==> config.mk <==
export PLATFORM = sky130hd
export DESIGN_NAME = handshake_cmpi_share
export DESIGN_NICKNAME = d
export VERILOG_FILES = /design/src/rtl/handshake_cmpi_share.sv
export SDC_FILE = /design/constraint.sdc
export NUM_CORES = 1
export LEC_CHECK = 0
export BUFFER_PORTS_ARGS = -buffer_cell sky130_fd_sc_hd__buf_2
export CORE_MARGIN = 2
export CORE_UTILIZATION = 40
export CTS_BUF_LIST = sky130_fd_sc_hd__clkbuf_4 sky130_fd_sc_hd__clkbuf_8
export DETAILED_ROUTE_END_ITERATION = 16
export PLACE_DENSITY = 0.84
export REMOVE_ABC_BUFFERS = 1
export SYNTH_ARGS = -nofsm -noshare
export SYNTH_HDL_FRONTEND = slang
export SYNTH_SLANG_ARGS = --single-unit
==> constraint.sdc <==
create_clock -name clk -period 4.35 [get_ports clk]
set_clock_uncertainty 0.15 [all_clocks]
set_input_delay 0.6525 -clock clk [delete_from_list [all_inputs] [get_ports clk]]
set_output_delay 0.6525 -clock clk [all_outputs]
set_load 0.01 [all_outputs]
==> src/rtl/handshake_cmpi_share.sv <==
// Several handshake requesters share one signed less-than comparator.
// A round-robin grant steers one operand pair per cycle into a per-requester result slot.
module handshake_cmpi_share #(
  parameter int DATA_TYPE = 32,
  parameter int NUM_REQ   = 2
) (
  input  logic                         clk,
  input  logic                         rst,
  input  logic [NUM_REQ*DATA_TYPE-1:0] lhs,
  input  logic [NUM_REQ-1:0]           lhs_valid,
  input  logic [NUM_REQ*DATA_TYPE-1:0] rhs,
  input  logic [NUM_REQ-1:0]           rhs_valid,
  input  logic [NUM_REQ-1:0]           result_ready,
  output logic [NUM_REQ-1:0]           result,
  output logic [NUM_REQ-1:0]           result_valid,
  output logic [NUM_REQ-1:0]           lhs_ready,
  output logic [NUM_REQ-1:0]           rhs_ready
);

  localparam int PTR_W = (NUM_REQ > 1) ? $clog2(NUM_REQ) : 1;
  localparam logic [PTR_W:0] NUM_REQ_W = (PTR_W + 1)'(NUM_REQ);
  localparam logic [PTR_W-1:0] LAST_IDX = PTR_W'(NUM_REQ - 1);

  logic [PTR_W-1:0]     ptr_q, ptr_d;
  logic [NUM_REQ-1:0]   result_q, result_d;
  logic [NUM_REQ-1:0]   result_valid_q, result_valid_d;
  logic [NUM_REQ-1:0]   eligible;
  logic [NUM_REQ-1:0]   grant;
  logic                 grant_vld;
  logic [PTR_W-1:0]     grant_idx;
  logic [PTR_W:0]       scan_idx;
  logic [DATA_TYPE-1:0] lhs_arr [NUM_REQ];
  logic [DATA_TYPE-1:0] rhs_arr [NUM_REQ];
  logic [DATA_TYPE-1:0] lhs_g, rhs_g;
  logic                 cmp_lt;

  // A slot that is draining this cycle can take a new result at the same edge.
  assign eligible = rst ? (lhs_valid & rhs_valid & (~result_valid_q | result_ready))
                        : '0;

  // Scan from ptr_q upward with wraparound; the first eligible index wins.
  always_comb begin
    grant_vld = 1'b0;
    grant_idx = '0;
    scan_idx  = '0;
    for (int k = 0; k < NUM_REQ; k++) begin
      scan_idx = {1'b0, ptr_q} + (PTR_W + 1)'(k);
      if (scan_idx >= NUM_REQ_W) begin
        scan_idx = scan_idx - NUM_REQ_W;
      end
      if (!grant_vld && eligible[scan_idx[PTR_W-1:0]]) begin
        grant_vld = 1'b1;
        grant_idx = scan_idx[PTR_W-1:0];
      end
    end
  end

  genvar gi;
  generate
    for (gi = 0; gi < NUM_REQ; gi++) begin : g_req
      assign lhs_arr[gi]        = lhs[gi*DATA_TYPE +: DATA_TYPE];
      assign rhs_arr[gi]        = rhs[gi*DATA_TYPE +: DATA_TYPE];
      assign grant[gi]          = grant_vld && (grant_idx == PTR_W'(gi));
      assign result_d[gi]       = grant[gi] ? cmp_lt : result_q[gi];
      assign result_valid_d[gi] = grant[gi] | (result_valid_q[gi] & ~result_ready[gi]);
    end
  endgenerate

  // The single shared comparator.
  assign lhs_g  = lhs_arr[grant_idx];
  assign rhs_g  = rhs_arr[grant_idx];
  assign cmp_lt = $signed(lhs_g) < $signed(rhs_g);

  always_comb begin
    ptr_d = ptr_q;
    if (grant_vld) begin
      ptr_d = (grant_idx == LAST_IDX) ? '0 : grant_idx + PTR_W'(1);
    end
  end

  always_ff @(posedge clk) begin
    if (!rst) begin
      ptr_q          <= '0;
      result_q       <= '0;
      result_valid_q <= '0;
    end else begin
      ptr_q          <= ptr_d;
      result_q       <= result_d;
      result_valid_q <= result_valid_d;
    end
  end

  assign lhs_ready    = grant;
  assign rhs_ready    = grant;
  assign result       = result_q;
  assign result_valid = result_valid_q;

endmodule

# After elaboration in Yosys (flattened, before gate mapping)
# Cells that the tools add are included.
[word_totals]
n_memories = 0
out_inout_bits = 8
latch_bits = 0
inputBits = 136
ff_bits = 5
ramBits = 0
mem_bits_ro = 0
elab_cells = 48
[classes]
shifts = 0
n_eq_ne = 0
n_bitwise = 12
n_reduce_logical = 4
n_div = 0
n_addsub = 4
multipliers = 0
n_lt_le_gt_ge = 6
n_mux = 18
[ops]
columns = ["op", "n"]
rows = [
  ["2-to-1 mux 32 bit", 6],
  ["< comparator 32 bit", 1],
  ["2-to-1 mux 1 bit", 11],
  ["AND 2 bit", 2],
  ["greater-or-equal comparator 2 bit, second input constant", 2],
  ["< comparator 1 x 2 -> 1 bit, second input constant", 2],
  ["logical AND 1 bit", 3],
  ["inverter 1 bit", 3],
  ["adder 1 x 1 -> 2 bit, second input constant", 1],
  ["AND 1 bit", 2],
  ["greater-or-equal comparator 1 x 2 -> 1 bit, second input constant", 1],
  ["2-to-1 mux 2 bit", 1],
  ["inverter 1 -> 2 bit", 1],
  ["inverter 2 bit", 1],
  ["OR 1 bit", 2],
  ["OR 2 bit", 1],
  ["subtractor 1 bit, second input constant", 2],
  ["adder 1 bit, second input constant", 1],
  ["logical NOT 1 bit", 1],
]

# Logic depth before layout (Yosys ltp)
# Gate-level depths: netlist of the first run.
[depth]
depth_word = 15
mapped_depth = 14
mapped_depth_nobuf = 12

# Least setup slack after synthesis of the first run
# No wires, ideal clock.
[synth_path]
path_type = "input -> register"
from = "input port result_ready[0]"
to = "register result_q[1], in the netlist result[1]"
required_ps = 4076
path_buffers = 1
setup_time_ps = 124
setup_slack_ps = 865
t_arrival_ps = 3211
stages = 12
cell_sequence = "nor2b_4 > or3_1 > nand2_2 > buf_2 > mux2_1 > ha_1 > nand4_4 > nor4_4 > nand3_1 > o32ai_1 > o21a_1 > o31ai_1"
[synth_via]
elab_chain_len = 14
word_cells_on_any_way = 22
classes_between = "1 x order compare; 15 x mux; 3 x bitwise; 3 x reduce/logical"
[synth_lines]
columns = ["element", "line_no", "text"]
rows = [
  ["start, declared", "13", "input logic [NUM_REQ-1:0] result_ready,"],
  ["OR 2 bit *", "38", "assign eligible = rst ? (lhs_valid & rhs_valid & (~result_valid_q | result_ready))"],
  ["AND 2 bit *", "38", ""],
  ["2-to-1 mux 2 bit *", "38", ""],
  ["2-to-1 mux 1 bit (not written as such) (2 in a row)", "51", "if (!grant_vld && eligible[scan_idx[PTR_W-1:0]]) begin"],
  ["2-to-1 mux 1 bit", "51", ""],
  ["logical NOT 1 bit", "51", ""],
  ["logical AND 1 bit", "51", ""],
  ["2-to-1 mux 1 bit", "51", ""],
  ["inverter 1 -> 2 bit (not written as such)", "70, 71", ""],
  ["2-to-1 mux 32 bit (on tied branches) (3 in a row)", "70, 71", ""],
  ["< comparator 32 bit", "72", "assign cmp_lt = $signed(lhs_g) < $signed(rhs_g);"],
  ["end signal, assigned", "88", "result_q <= result_d;"],
  ["end, declared", "25", "logic [NUM_REQ-1:0] result_q, result_d;"],
]
# Mark *: on every way between the ends. The rest lies on a longest branch, timed or not. The select of a mux whose other input is x is not followed.
# A chain may end at the register's enable or synchronous reset.

# Worst setup path after layout of the first run
[layout_path]
from = "input port rst"
to = "register result_q[0], in the netlist result[0]"
[layout_via]
elab_chain_len = 12
word_cells_on_any_way = 21
classes_between = "1 x order compare; 15 x mux; 2 x bitwise; 3 x reduce/logical"
[layout_lines]
columns = ["element", "line_no", "text"]
rows = [
  ["start, declared", "8", "input logic rst,"],
  ["2-to-1 mux 2 bit", "38", ""],
  ["2-to-1 mux 1 bit (not written as such) (2 in a row)", "51", ""],
  ["2-to-1 mux 1 bit", "51", ""],
  ["logical NOT 1 bit", "51", ""],
  ["logical AND 1 bit", "51", ""],
  ["2-to-1 mux 1 bit", "51", ""],
  ["inverter 1 -> 2 bit (not written as such)", "70, 71", ""],
  ["2-to-1 mux 32 bit (on tied branches) (3 in a row)", "70, 71", ""],
  ["< comparator 32 bit", "72", ""],
]
# Several ways; a longest one is shown, not always the timed one. The select of a mux whose other input is x is not followed.

==> results of run 1 <==
-- how the worst max path moves through the flow --
stage / end / slack [ns] / from / cells past startpoint
2_1_floorplan: result[1] / 0.38 / rst / 12
3_3_place_gp: result[1] / 0.67 / rst / 14
3_5_place_dp: result[0] / 0.41 / rst / 14
4_1_cts: result[0] / 0.62 / rst / 14
5_1_grt: result[0] / 0.32 / rst / 14
6_report: result[0] / 0.67 / rst / 14
-- where the power goes --
part / switching [W] / internal [W]
Clock: 0.0000222 / 0.0000691
Combinational: 0.0000974 / 0.000119
Sequential: 0.00000191 / 0.0000494
Total: 0.000122 / 0.000237
-- worst max-delay path: stages --
cell,delay (ns)
sky130_fd_sc_hd__buf_2,0.14
sky130_fd_sc_hd__nand3_1,0.10
sky130_fd_sc_hd__nor2_1,0.22
sky130_fd_sc_hd__nand2_2,0.09
sky130_fd_sc_hd__inv_2,0.25
sky130_fd_sc_hd__buf_12,0.24
sky130_fd_sc_hd__mux2_1,0.35
sky130_fd_sc_hd__ha_1,0.35
sky130_fd_sc_hd__nand4_2,0.15
sky130_fd_sc_hd__nor4_4,0.32
sky130_fd_sc_hd__nand3_1,0.11
sky130_fd_sc_hd__o32ai_1,0.32
sky130_fd_sc_hd__nor3_1,0.10
sky130_fd_sc_hd__o31ai_1,0.23
-- per-layer routing --
layer | GRT usage [%] | wire length (um)
met2 | 38.3 | 2400
met5 | 0 | 0
met4 | 6.86 | 39
met3 | 2.27 | 424
met1 | 20.8 | 1750
-- state kept, by name, summed over array words and instances (netlist names) --
signal / count
result: 2
result_valid: 2
ptr_q: 1
-- cells in the mapped netlist --
library cell	instances	area share, %
sky130_fd_sc_hd__mux2_2	11	7.4
sky130_fd_sc_hd__a21boi_0	1	0.45
sky130_fd_sc_hd__o31ai_1	2	0.89
sky130_fd_sc_hd__and4_1	2	1.0
sky130_fd_sc_hd__ha_1	31	23
sky130_fd_sc_hd__nor2b_4	1	0.82
sky130_fd_sc_hd__nand3_1	8	2.4
sky130_fd_sc_hd__or2_0	1	0.37
sky130_fd_sc_hd__nor2b_1	2	0.75
sky130_fd_sc_hd__buf_2	3	0.89
sky130_fd_sc_hd__nor4_1	1	0.37
sky130_fd_sc_hd__o211ai_1	1	0.45
sky130_fd_sc_hd__nand4_4	1	1.3
sky130_fd_sc_hd__nor4_4	1	1.3
sky130_fd_sc_hd__o221ai_1	1	0.52
sky130_fd_sc_hd__inv_2	1	0.22
sky130_fd_sc_hd__o21a_1	4	1.8
sky130_fd_sc_hd__a21o_1	2	0.89
sky130_fd_sc_hd__buf_4	5	2.2
sky130_fd_sc_hd__a211oi_1	2	0.89
sky130_fd_sc_hd__nand4_2	2	1.5
sky130_fd_sc_hd__o32ai_1	1	0.52
sky130_fd_sc_hd__a221oi_1	1	0.52
sky130_fd_sc_hd__dfxtp_1	5	6.0
sky130_fd_sc_hd__mux2_1	20	13
sky130_fd_sc_hd__inv_1	3	0.67
sky130_fd_sc_hd__nand4_1	3	1.1
sky130_fd_sc_hd__mux2i_1	31	18
sky130_fd_sc_hd__nand2_1	8	1.8
sky130_fd_sc_hd__a21oi_1	15	4.5
sky130_fd_sc_hd__o21ai_0	4	1.2
sky130_fd_sc_hd__nor2_1	2	0.45
sky130_fd_sc_hd__nor3_1	4	1.2
sky130_fd_sc_hd__or3_1	1	0.37
sky130_fd_sc_hd__nand2_2	1	0.37
-- cell families after synthesis --
kind of cell,after synthesis
adders and majority gates,31
AOI/OAI and AO/OA,34
DFF,5
muxes,62
and+or+nand+nor,38
buffers and inverters,12
-- stage by stage --
step / power, W / setup WS [ns]
2_1_floorplan: 0.000179 / 0.379
3_3_place_gp: 0.000266 / 0.665
3_5_place_dp: 0.000270 / 0.408
4_1_cts: 0.000365 / 0.624
5_1_grt: 0.000394 / 0.319
6_report: 0.000359 / 0.673
-- area by class of cell --
cell class	count	area share [%]
Multi-Input combinational cell	165	60.6
Timing Repair Buffer	147	30.4
Tap cell	50	2.51
Inverter	4	0.602
Sequential cell	5	4.01
Clock buffer	4	1.95
==> results list, run 1 <==
- Yosys reg bits: 5
- After detailed routing, the average wire length per cell comes to 12.3 um.
* Clock transition at the register clock pins on the worst setup and hold paths after CTS: 0.04 ns
- Hold Crit Class: reg2reg
- The die covers 0.00473 sq mm.
- Including well taps, the total number of placed cells is 371.
- Hold is met by 0.332 ns.
* Post-Synth XOR/XNOR Area: 0%
- In this run the worst path has a maximum fanout of 24.
- The number of global-route vias before repair came to 1,860.
- Number of I/O port buffers: 143
- Worst Tran Pin Value: 0.349 ns
- Number of nets with antenna violations after detailed routing: 0
* Mux cell area share after synthesis: 39.3%
- At the worst endpoint, the arrival time is 3.65 ns.
- The worst hold path begins at result[1].
* Maximum number of pins on one net before global-route repair: 25
- Most common cell after layout, fill and taps aside: sky130_fd_sc_hd__buf_2
- After global routing the overflow that remains totals 0.
- STA classifies the critical path endpoint as a flop.
- 144 I/O pins were placed.
- Unique masters post-synth: 35
- Highest achievable clock rate: 272 MHz
- The synthesized netlist devotes 12.6% of its cell area to compound gates.
- Hold worst-path end: result[1]
- Gp weighted congestion: 0.777
- R2r setup slk: 0.88 ns
- Fraction of the mapped netlist area in adder cells: 23.1%
- The finished cells cover 0.00250 sq mm.
- Effective utilization at floorplan: 41.7%
* Clock network latency to the later pin of the worst-skew pair: 0.22 ns
- Fraction of layout cells with a size suffix above 1: 52.0%
* Max Cap Viol: 0
- Power spread over the standard cell area amounts to 144 mW/mm^2.
* Number of nets at the end of the flow: 493
* Standby leakage power: 1.28 nW
- Number of remaining DRC errors: 0
- Commonest non-fill, non-tap cells in the layout: sky130_fd_sc_hd__buf_2 (143), sky130_fd_sc_hd__mux2i_1 (31), sky130_fd_sc_hd__ha_1 (31), sky130_fd_sc_hd__mux2_1 (20), sky130_fd_sc_hd__a21oi_1 (15)
* Post-CTS setup repair buffer count: 0
- Multi-input combinational cell area: 0.00151 sq mm
* Count of routing violations after the opening detailed-route iteration: 48
- In this run the core area contains 23 standard-cell rows.
- Setup violations remaining at the end of the flow were counted as 0.
- Area Growth Syn to Fin: 48.7%
* Antenna Diode Count: 0
- Using the TritonRoute via totals, the vias-per-cell ratio works out to 5.10.
- The final route contains 1,913 vias.
* Estimated wirelength of the detail-placed design: 4140 um
- Once the clock tree was built, the resizer swapped 0 gates to a different size.
* Final worst path period share: 84.5%
* Setup TNS after final layout: 0 ns
- The run finished with clean final reports.
- Number of buffers added to fix hold violations after cts: 0
* Average instance area after synthesis: 9.23 sq um
* Number of buffers on the longest clock path: 2
- The critical path in this run is classified as in2reg.
* Number of cells on the worst hold path: 2
- Across the VDD grid, the largest voltage drop is 78.1 uV.
- Instance area at placement: 0.00245 sq mm
- The die is 68.8 um wide.
- Clock tree synthesis found a total of 5 sinks.
- STA classifies the critical path startpoint as an input port.
- Core area: 0.00403 sq mm
* Final number of max-transition violations: 0
* Worst Reg-to-Reg Cells: 13
* Utilization after layout: 62.0%
- Sequential cell area fraction in the yosys report: 5.96%
- Data on the critical path is required at its endpoint by 4.32 ns.
- Number of standard cells after synthesis: 182
- Worst R2R Start: result_valid[1]
* Main combinational cell family by area after synthesis: multiplexers
- Detailed Routing Iterations Pass 1: 3
* FF/Latch Area: 100 sq um
- The initial antenna violation count was 0.
- The root buffer cell chosen for the clock tree is sky130_fd_sc_hd__clkbuf_8.
- In this run the tightest slew margin relative to its limit is 76.6%.
* Setup repair after global routing missed its margin: false
- Final critical-path required period: 3.68 ns
- Post-synthesis simple-gate area fraction: 15.1%
- Count of synthesis-stage warnings from yosys: 0
- Mapped Area: 0.00168 sq mm
- Clock buffers created by TritonCTS: 3
* Number of non-filler instances in the completed layout: 375
- The total count of hold-check failures in the final report is 0.
- In the global route stage, overall resource usage came out at 19.4%.
- Summed over all layers, the routed wires come to 4610 um.
- Reg-to-reg critical path endpoint: result[0]
- Global-route wire length before repair: 7130 um
- Counting the fill cells in the layout gives 357.
- DIE HEIGHT: 68.8 um
- CTS tree: yes
* H-tree levels: 1
(Power assumes the default switching activity.)
==> run 2: changes to the inputs <==
- clock period: 4.35 -> 3.6 ns (I/O delays scaled with it)
==> run 2 against run 1 <==
  * Global-route usage about the same
  * Wire length is 2.9% higher
  * Hold slack improved by 0.014 ns
  * Setup slack got worse by 0.43 ns
  * Utilization increased by 0.90 points
  * Cell area up 1.5%
  * Final cell count grew 1.1%
  * Non-clock buffer count grew 4
  * Combinational power grew 24%
  * Clock-buffer cell count stayed put
  * Sequential cell count unchanged
  * Critical endpoint is now result[1]
  * Highest routed layer is now met3
==> results list, run 2 (synthesis results as in run 1) <==
- In this run the power spent charging and discharging nets is 0.000149 W.
- Of the cells placed in the final design, the portion with a size suffix greater than 1 is 52.6%.
- Tracing the worst setup path back leads to its startpoint at result_ready[0].
* Final number of max-transition violations: 0
- The die is 68.8 um tall.
- STA classifies the critical path startpoint as an input port.
- The detail route stage leaves a number of antenna-violating nets equal to 0.
- Ports placed on the boundary: 144
- Measured in cells, the most critical reg-to-reg path has a length of 12.
- The initial antenna violation count is 0.
- X dimension of the die: 68.8 um
- Dividing the final minimum period by the clock period gives 93.3%.
* Fill cell total of the finished layout: 359
* Post_cts resized: 0
- Final setup viols: 0
- Final hold violation count: 0
* Number of nets at the end of the flow: 497
* Most common cell after layout, fill and taps aside: sky130_fd_sc_hd__buf_2
- Share of total power in combinational logic: 60.9%
- The number of setup buffers added after CTS is 0.
- Subtracting the final worst setup slack from the clock period gives 3.36 ns.
- Highest net fanout along the worst path: 18
- Per report_power, the sequential group accounts for 14.1% of the total.
- Proportion of power drawn by the clock network: 25.0%
- Number of buffers added to fix hold violations after cts: 0
- Global routing used 19.3% of the available tracks across all layers.
* Multi-input combinational cell area: 0.00151 sq mm
- Utilization after layout: 62.9%
- The number of global-route vias before repair is 1,776.
* Root buffer selected by CTS: sky130_fd_sc_hd__clkbuf_8
- Total die area: 0.00473 sq mm
- TritonCTS created 3 clock buffers.
- Highest achievable clock rate: 298 MHz
- Total routed wirelength: 4750 um
- For this run, design rule violations remaining after detail routing come to 0.
- Dividing the detail-routed via count by the number of cells gives 5.10.
- H-tree levels: 1
- Clk sink count: 5
- Once placement completed, the tool counted placed cells totaling 375.
- Overall power of the completed layout: 0.000439 W
- Across the whole layout, storage elements account for 100 sq um.
- Number of I/O port buffers: 143
- Effective utilization at floorplan: 41.7%
* Int Power: 0.000290 W
- Hold Crit Class: reg2reg
- Commonest non-fill, non-tap cells in the layout: sky130_fd_sc_hd__buf_2 (143), sky130_fd_sc_hd__mux2i_1 (31), sky130_fd_sc_hd__ha_1 (31), sky130_fd_sc_hd__mux2_1 (20), sky130_fd_sc_hd__a21oi_1 (15)
* Via count: 1,932
- Worst supply voltage drop on vdd: 118 uV
- Core area: 0.00403 sq mm
- Counting along the longest clock path gives a buffer depth of 2.
- CTS tree: yes
* Worst Tran Pin Value: 0.382 ns
- Setup TNS after final layout: 0 ns
* Reg-to-reg critical path endpoint: result[1]
* Post-route setup slack: 0.240 ns
- Antenna Diode Count: 0
- Grt ovf: 0
- In the final routed layout, each cell accounts on average for 12.5 um.
- After clock tree synthesis, the clock-pin slew on the worst setup and hold paths is 0.04 ns.
- Entering global routing, the biggest net connects 26 pins.
- Across the run, the number of max-cap violations was 0.
- The critical path ends at result[1].
* Clock network latency to the later pin of the worst-skew pair: 0.22 ns
- Worst-case setup slack after placement: -0.0699 ns
- STA puts the critical path data arrival time at 3.33 ns.
- For the worst setup path, the data required time is 3.57 ns.
* Area Growth Syn to Fin: 50.8%
* Worst R2R Start: result_valid[0]
- For this design the static power due to leakage is 1.31 nW.
- Count of routing violations after the opening detailed-route iteration: 50
- Global-route wire length before repair: 7200 um
* Rel. slew slack: 74.5%
* Row cnt: 23
- Dividing total power by cell area gives a power density of 173 mW/mm^2.
- R2r setup slk: 0.28 ns
- The congestion estimate from routability-driven global placement came to 0.803.
- STA classifies the critical path endpoint as a flop.
- Estimated wirelength of the detail-placed design: 4220 um
- The critical path is of the in2reg type.
* Switching power share of the total: 33.8%
* Detailed Routing Iterations Pass 1: 4
- Result of the run: complete, no violations
* Number of non-filler instances in the completed layout: 379
## run 2: power groups by stage
stage,combinational [W],clock [W],sequential [W]
final,0.000267,0.000110,0.0000620
after global routing,0.000304,0.000117,0.0000627
after CTS,0.000270,0.000111,0.0000621
after detailed placement,0.000268,0,0.0000627
after global placement,0.000261,0,0.0000631
after floorplan,0.000153,0,0.0000640
## run 2: worst min path at each step
| stage | startpoint | end | cells after the start |
|---|---|---|---|
| after floorplan | result[0] | result[0] | 2 |
| after detailed placement | result[0] | result[0] | 2 |
| after global placement | result[1] | result[1] | 2 |
| after global routing | result[0] | result[0] | 2 |
| after CTS | result[0] | result[0] | 2 |
| final | result[0] | result[0] | 2 |
## run 2: through the flow
step                instance area (sq um)  hold slack [ns]
finish                               2530            0.346
global route                         2530            0.387
CTS                                  2530            0.350
detailed placement                   2480            0.338
global placement                     2480            0.328
floorplan                            1630            0.343
## run 2: per-layer routing
layer,global-route usage (%),vias up,wire (um)
met2,40.0,80,2430
met4,1.47,0,0
met5,0,-,0
li1,-,1004,-
met1,21.7,848,1900
met3,1.79,0,419
## run 2: area by class of cell
type / count / area share (%)
clock buffers: 4 / 1.93
inverters: 4 / 0.692
multi-input cells: 165 / 59.7
flip-flops and latches: 5 / 3.95
well taps: 50 / 2.47
repair buffers: 151 / 31.3
## run 2: worst max-delay path, cell delays in order
cell and delay, ns:
sky130_fd_sc_hd__buf_2 0.10, sky130_fd_sc_hd__nor2b_4 0.04, sky130_fd_sc_hd__or3_1 0.37, sky130_fd_sc_hd__nand2_2 0.12
sky130_fd_sc_hd__buf_6 0.22, sky130_fd_sc_hd__mux2_2 0.37, sky130_fd_sc_hd__ha_1 0.33, sky130_fd_sc_hd__nand4_2 0.16
sky130_fd_sc_hd__nor4_4 0.31, sky130_fd_sc_hd__nand3_1 0.12, sky130_fd_sc_hd__o32ai_1 0.31, sky130_fd_sc_hd__nor3_1 0.11
sky130_fd_sc_hd__o31ai_1 0.23
==> run 3: changes to the inputs <==
- CTS_BUF_LIST: sky130_fd_sc_hd__clkbuf_4 sky130_fd_sc_hd__clkbuf_8 -> sky130_fd_sc_hd__clkbuf_4
- MAX_ROUTING_LAYER: unset -> met4
- SKIP_CTS_REPAIR_TIMING: unset -> 1
==> run 3 against run 2 <==
  * Wire length down 0.84%
  * Largest power group unchanged
  * Combinational power about the same
  * Die area unchanged
  * Final cell count unchanged
  * Utilization down 0.47 points
  * Maximum frequency up 0.60%
  * Non-clock buffer count unchanged
  * Sequential cell count unchanged
  * Largest cell class unchanged
  * Register-to-register slack about the same
  * Critical path depth unchanged
==> results list, run 3 (synthesis results as in run 1) <==
- After the last flow step, the layout net total stands at 497.
- The worst register-to-register path begins at result_valid[0].
- Worst Reg-to-Reg Cells: 12
- Hold Crit Class: reg2reg
- In the layout the commonest cells are sky130_fd_sc_hd__buf_2 (143), sky130_fd_sc_hd__mux2i_1 (31), sky130_fd_sc_hd__ha_1 (31), sky130_fd_sc_hd__mux2_1 (20), sky130_fd_sc_hd__a21oi_1 (15).
- The count of final max-slew check failures was 0.
* Maximum number of pins on one net before global-route repair: 26
* Detailed Routing Iterations Pass 1: 4
- For the worst-skew pair, the clock arrives at the later sink with an insertion delay of 0.24 ns.
- Buffers inserted during clock tree synthesis total 3.
- Counting every sink on the clock net gives 5.
- For this block, the initial DRC count from the detailed router was 45.
- Via count: 1,942
- The clock passes through at most 2 buffers.
- The tool flagged a number of max-cap violations equal to 0.
- Effective utilization at floorplan: 41.7%
* Antenna Diode Count: 0
- The number of global-route vias before repair came to 1,769.
* Startpoint kind of the worst setup timing path: input port
* Nature of the critical path endpoint: flop
- Total routed wirelength: 4710 um
- Number of nets with antenna violations after detailed routing: 0
- The initial antenna violation count was 0.
* Reg-to-reg critical path endpoint: result[1]
- Following the worst setup path forward leads to its endpoint at result[1].
- Clock transition at the register clock pins on the worst setup and hold paths after CTS: 0.04 ns
- Leaving out fill and tap cells, the most frequent cell in the layout is sky130_fd_sc_hd__buf_2.
* Highest achievable clock rate: 299 MHz
* Rel. slew slack: 75.3%
- The critical path starts at result_ready[0].
- Global-route wire length before repair: 7190 um
- Worst Tran Pin Value: 0.371 ns
- In the routed design, unresolved DRC markers number 0.
* Arrival time of data at the critical path endpoint: 3.33 ns
- R2r setup slk: 0.27 ns
- The floorplan step defined a die boundary enclosing 0.00473 sq mm.
* Final worst path period share: 92.8%
* Number of I/O port buffers: 143
- Gp weighted congestion: 0.814
- Across the VDD grid, the largest voltage drop is 73.5 uV.
- The HPWL after detailed placement is 4220 um.
- Fraction of layout cells with a size suffix above 1: 52.6%
* Detail-routed via count per cell: 5.12
* Finished Cell Area: 0.00251 sq mm
* Row cnt: 23
* Multi-input combinational cell area: 0.00151 sq mm
- After global routing the overflow that remains totals 0.
* FF/Latch Area: 100 sq um
- Power Density: 159 mW/mm^2
- In this run the number of H-tree levels came out at 1.
- Setup repair after global routing left no endpoint under its margin.
- The setup path with the least slack is of type in2reg.
- Area Growth Syn to Fin: 49.7%
- CTS tree: yes
- The flow ran to the end, and the final reports show no timing, DRC or antenna violations.
- Highest net fanout along the worst path: 18
- In this run the standard cell core region covers 0.00403 sq mm.
- After detailed routing, the average wire length per cell comes to 12.4 um.
- For the finished layout, the period the worst path requires is 3.34 ns.
- The worst path meets setup with 0.260 ns of slack.
* Total GRT Usage: 20.0%
- Setup violations remaining at the end of the flow were counted as 0.
- The die is 68.8 um wide.
- Ports placed on the boundary: 144
- The cell sitting at the root of the clock tree is a sky130_fd_sc_hd__clkbuf_4.
- DIE HEIGHT: 68.8 um
* Instance area at placement: 0.00248 sq mm
* Worst-case setup slack after placement: -0.0699 ns
* Required time of the worst setup path: 3.59 ns
- The analysis attributes to cell leakage a power of 1.30 nW.
* Fill cell total of the finished layout: 361
* Final hold violation count: 0
==> run 3: changes by cell type in the layout (fill, tap and decap cells not counted) <==
cell and change:
sky130_fd_sc_hd__clkbuf_4 +3, sky130_fd_sc_hd__clkbuf_8 -3
==> run 3: how the worst min path moves through the flow <==
stage	start	to	slack [ns]	cells past startpoint
detailed placement	result[0]	result[0]	0.34	2
finish	result[0]	result[0]	0.35	2
CTS	result[0]	result[0]	0.35	2
global route	result[0]	result[0]	0.39	2
global placement	result[1]	result[1]	0.33	2
floorplan	result[0]	result[0]	0.34	2
==> run 3: critical path, cell delays in order <==
cell and delay, ns:
sky130_fd_sc_hd__buf_2 0.10, sky130_fd_sc_hd__nor2b_4 0.04, sky130_fd_sc_hd__or3_1 0.37, sky130_fd_sc_hd__nand2_2 0.12, sky130_fd_sc_hd__buf_6 0.22, sky130_fd_sc_hd__mux2_2 0.37
sky130_fd_sc_hd__ha_1 0.33, sky130_fd_sc_hd__nand4_2 0.16, sky130_fd_sc_hd__nor4_4 0.31, sky130_fd_sc_hd__nand3_1 0.12, sky130_fd_sc_hd__o32ai_1 0.31, sky130_fd_sc_hd__nor3_1 0.11
sky130_fd_sc_hd__o31ai_1 0.23
==> run 3: power breakdown <==
| group | internal (W) | total (W) | switching, W |
|---|---|---|---|
| Combinational | 0.000147 | 0.000267 | 0.000120 |
| Sequential | 0.0000596 | 0.0000618 | 0.00000225 |
| Clock | 0.0000494 | 0.0000721 | 0.0000227 |
| Total | 0.000256 | 0.000401 | 0.000145 |
==> run 3: per-layer routing <==
metal	track usage, %	part of all wire, %
met1	21.6	39
met5	-	0
met3	1.79	9.1
met2	39.9	51
met4	2.94	0.66
==> run 3: final cells by class <==
class / count / area share [%]
tap: 50 / 2.49
multi-input combinational: 165 / 60.1
sequential: 5 / 3.98
inverter: 4 / 0.697
timing repair buffer: 151 / 31.5
clock buffer: 4 / 1.19
==> run 3: per-stage QoR <==
step / utilization [%] / setup TNS [ns] / hold slack (ns) / cells / total power, W
global placement: 61.5 / 0 / 0.328 / 375 / 0.000324
CTS: 62.2 / 0 / 0.352 / 379 / 0.000407
floorplan: - / -0.507 / 0.343 / 174 / 0.000217
detailed placement: 61.5 / -0.134 / 0.338 / 375 / 0.000331
finish: 62.4 / 0 / 0.345 / 379 / 0.000401
global route: 62.4 / 0 / 0.389 / 379 / 0.000447
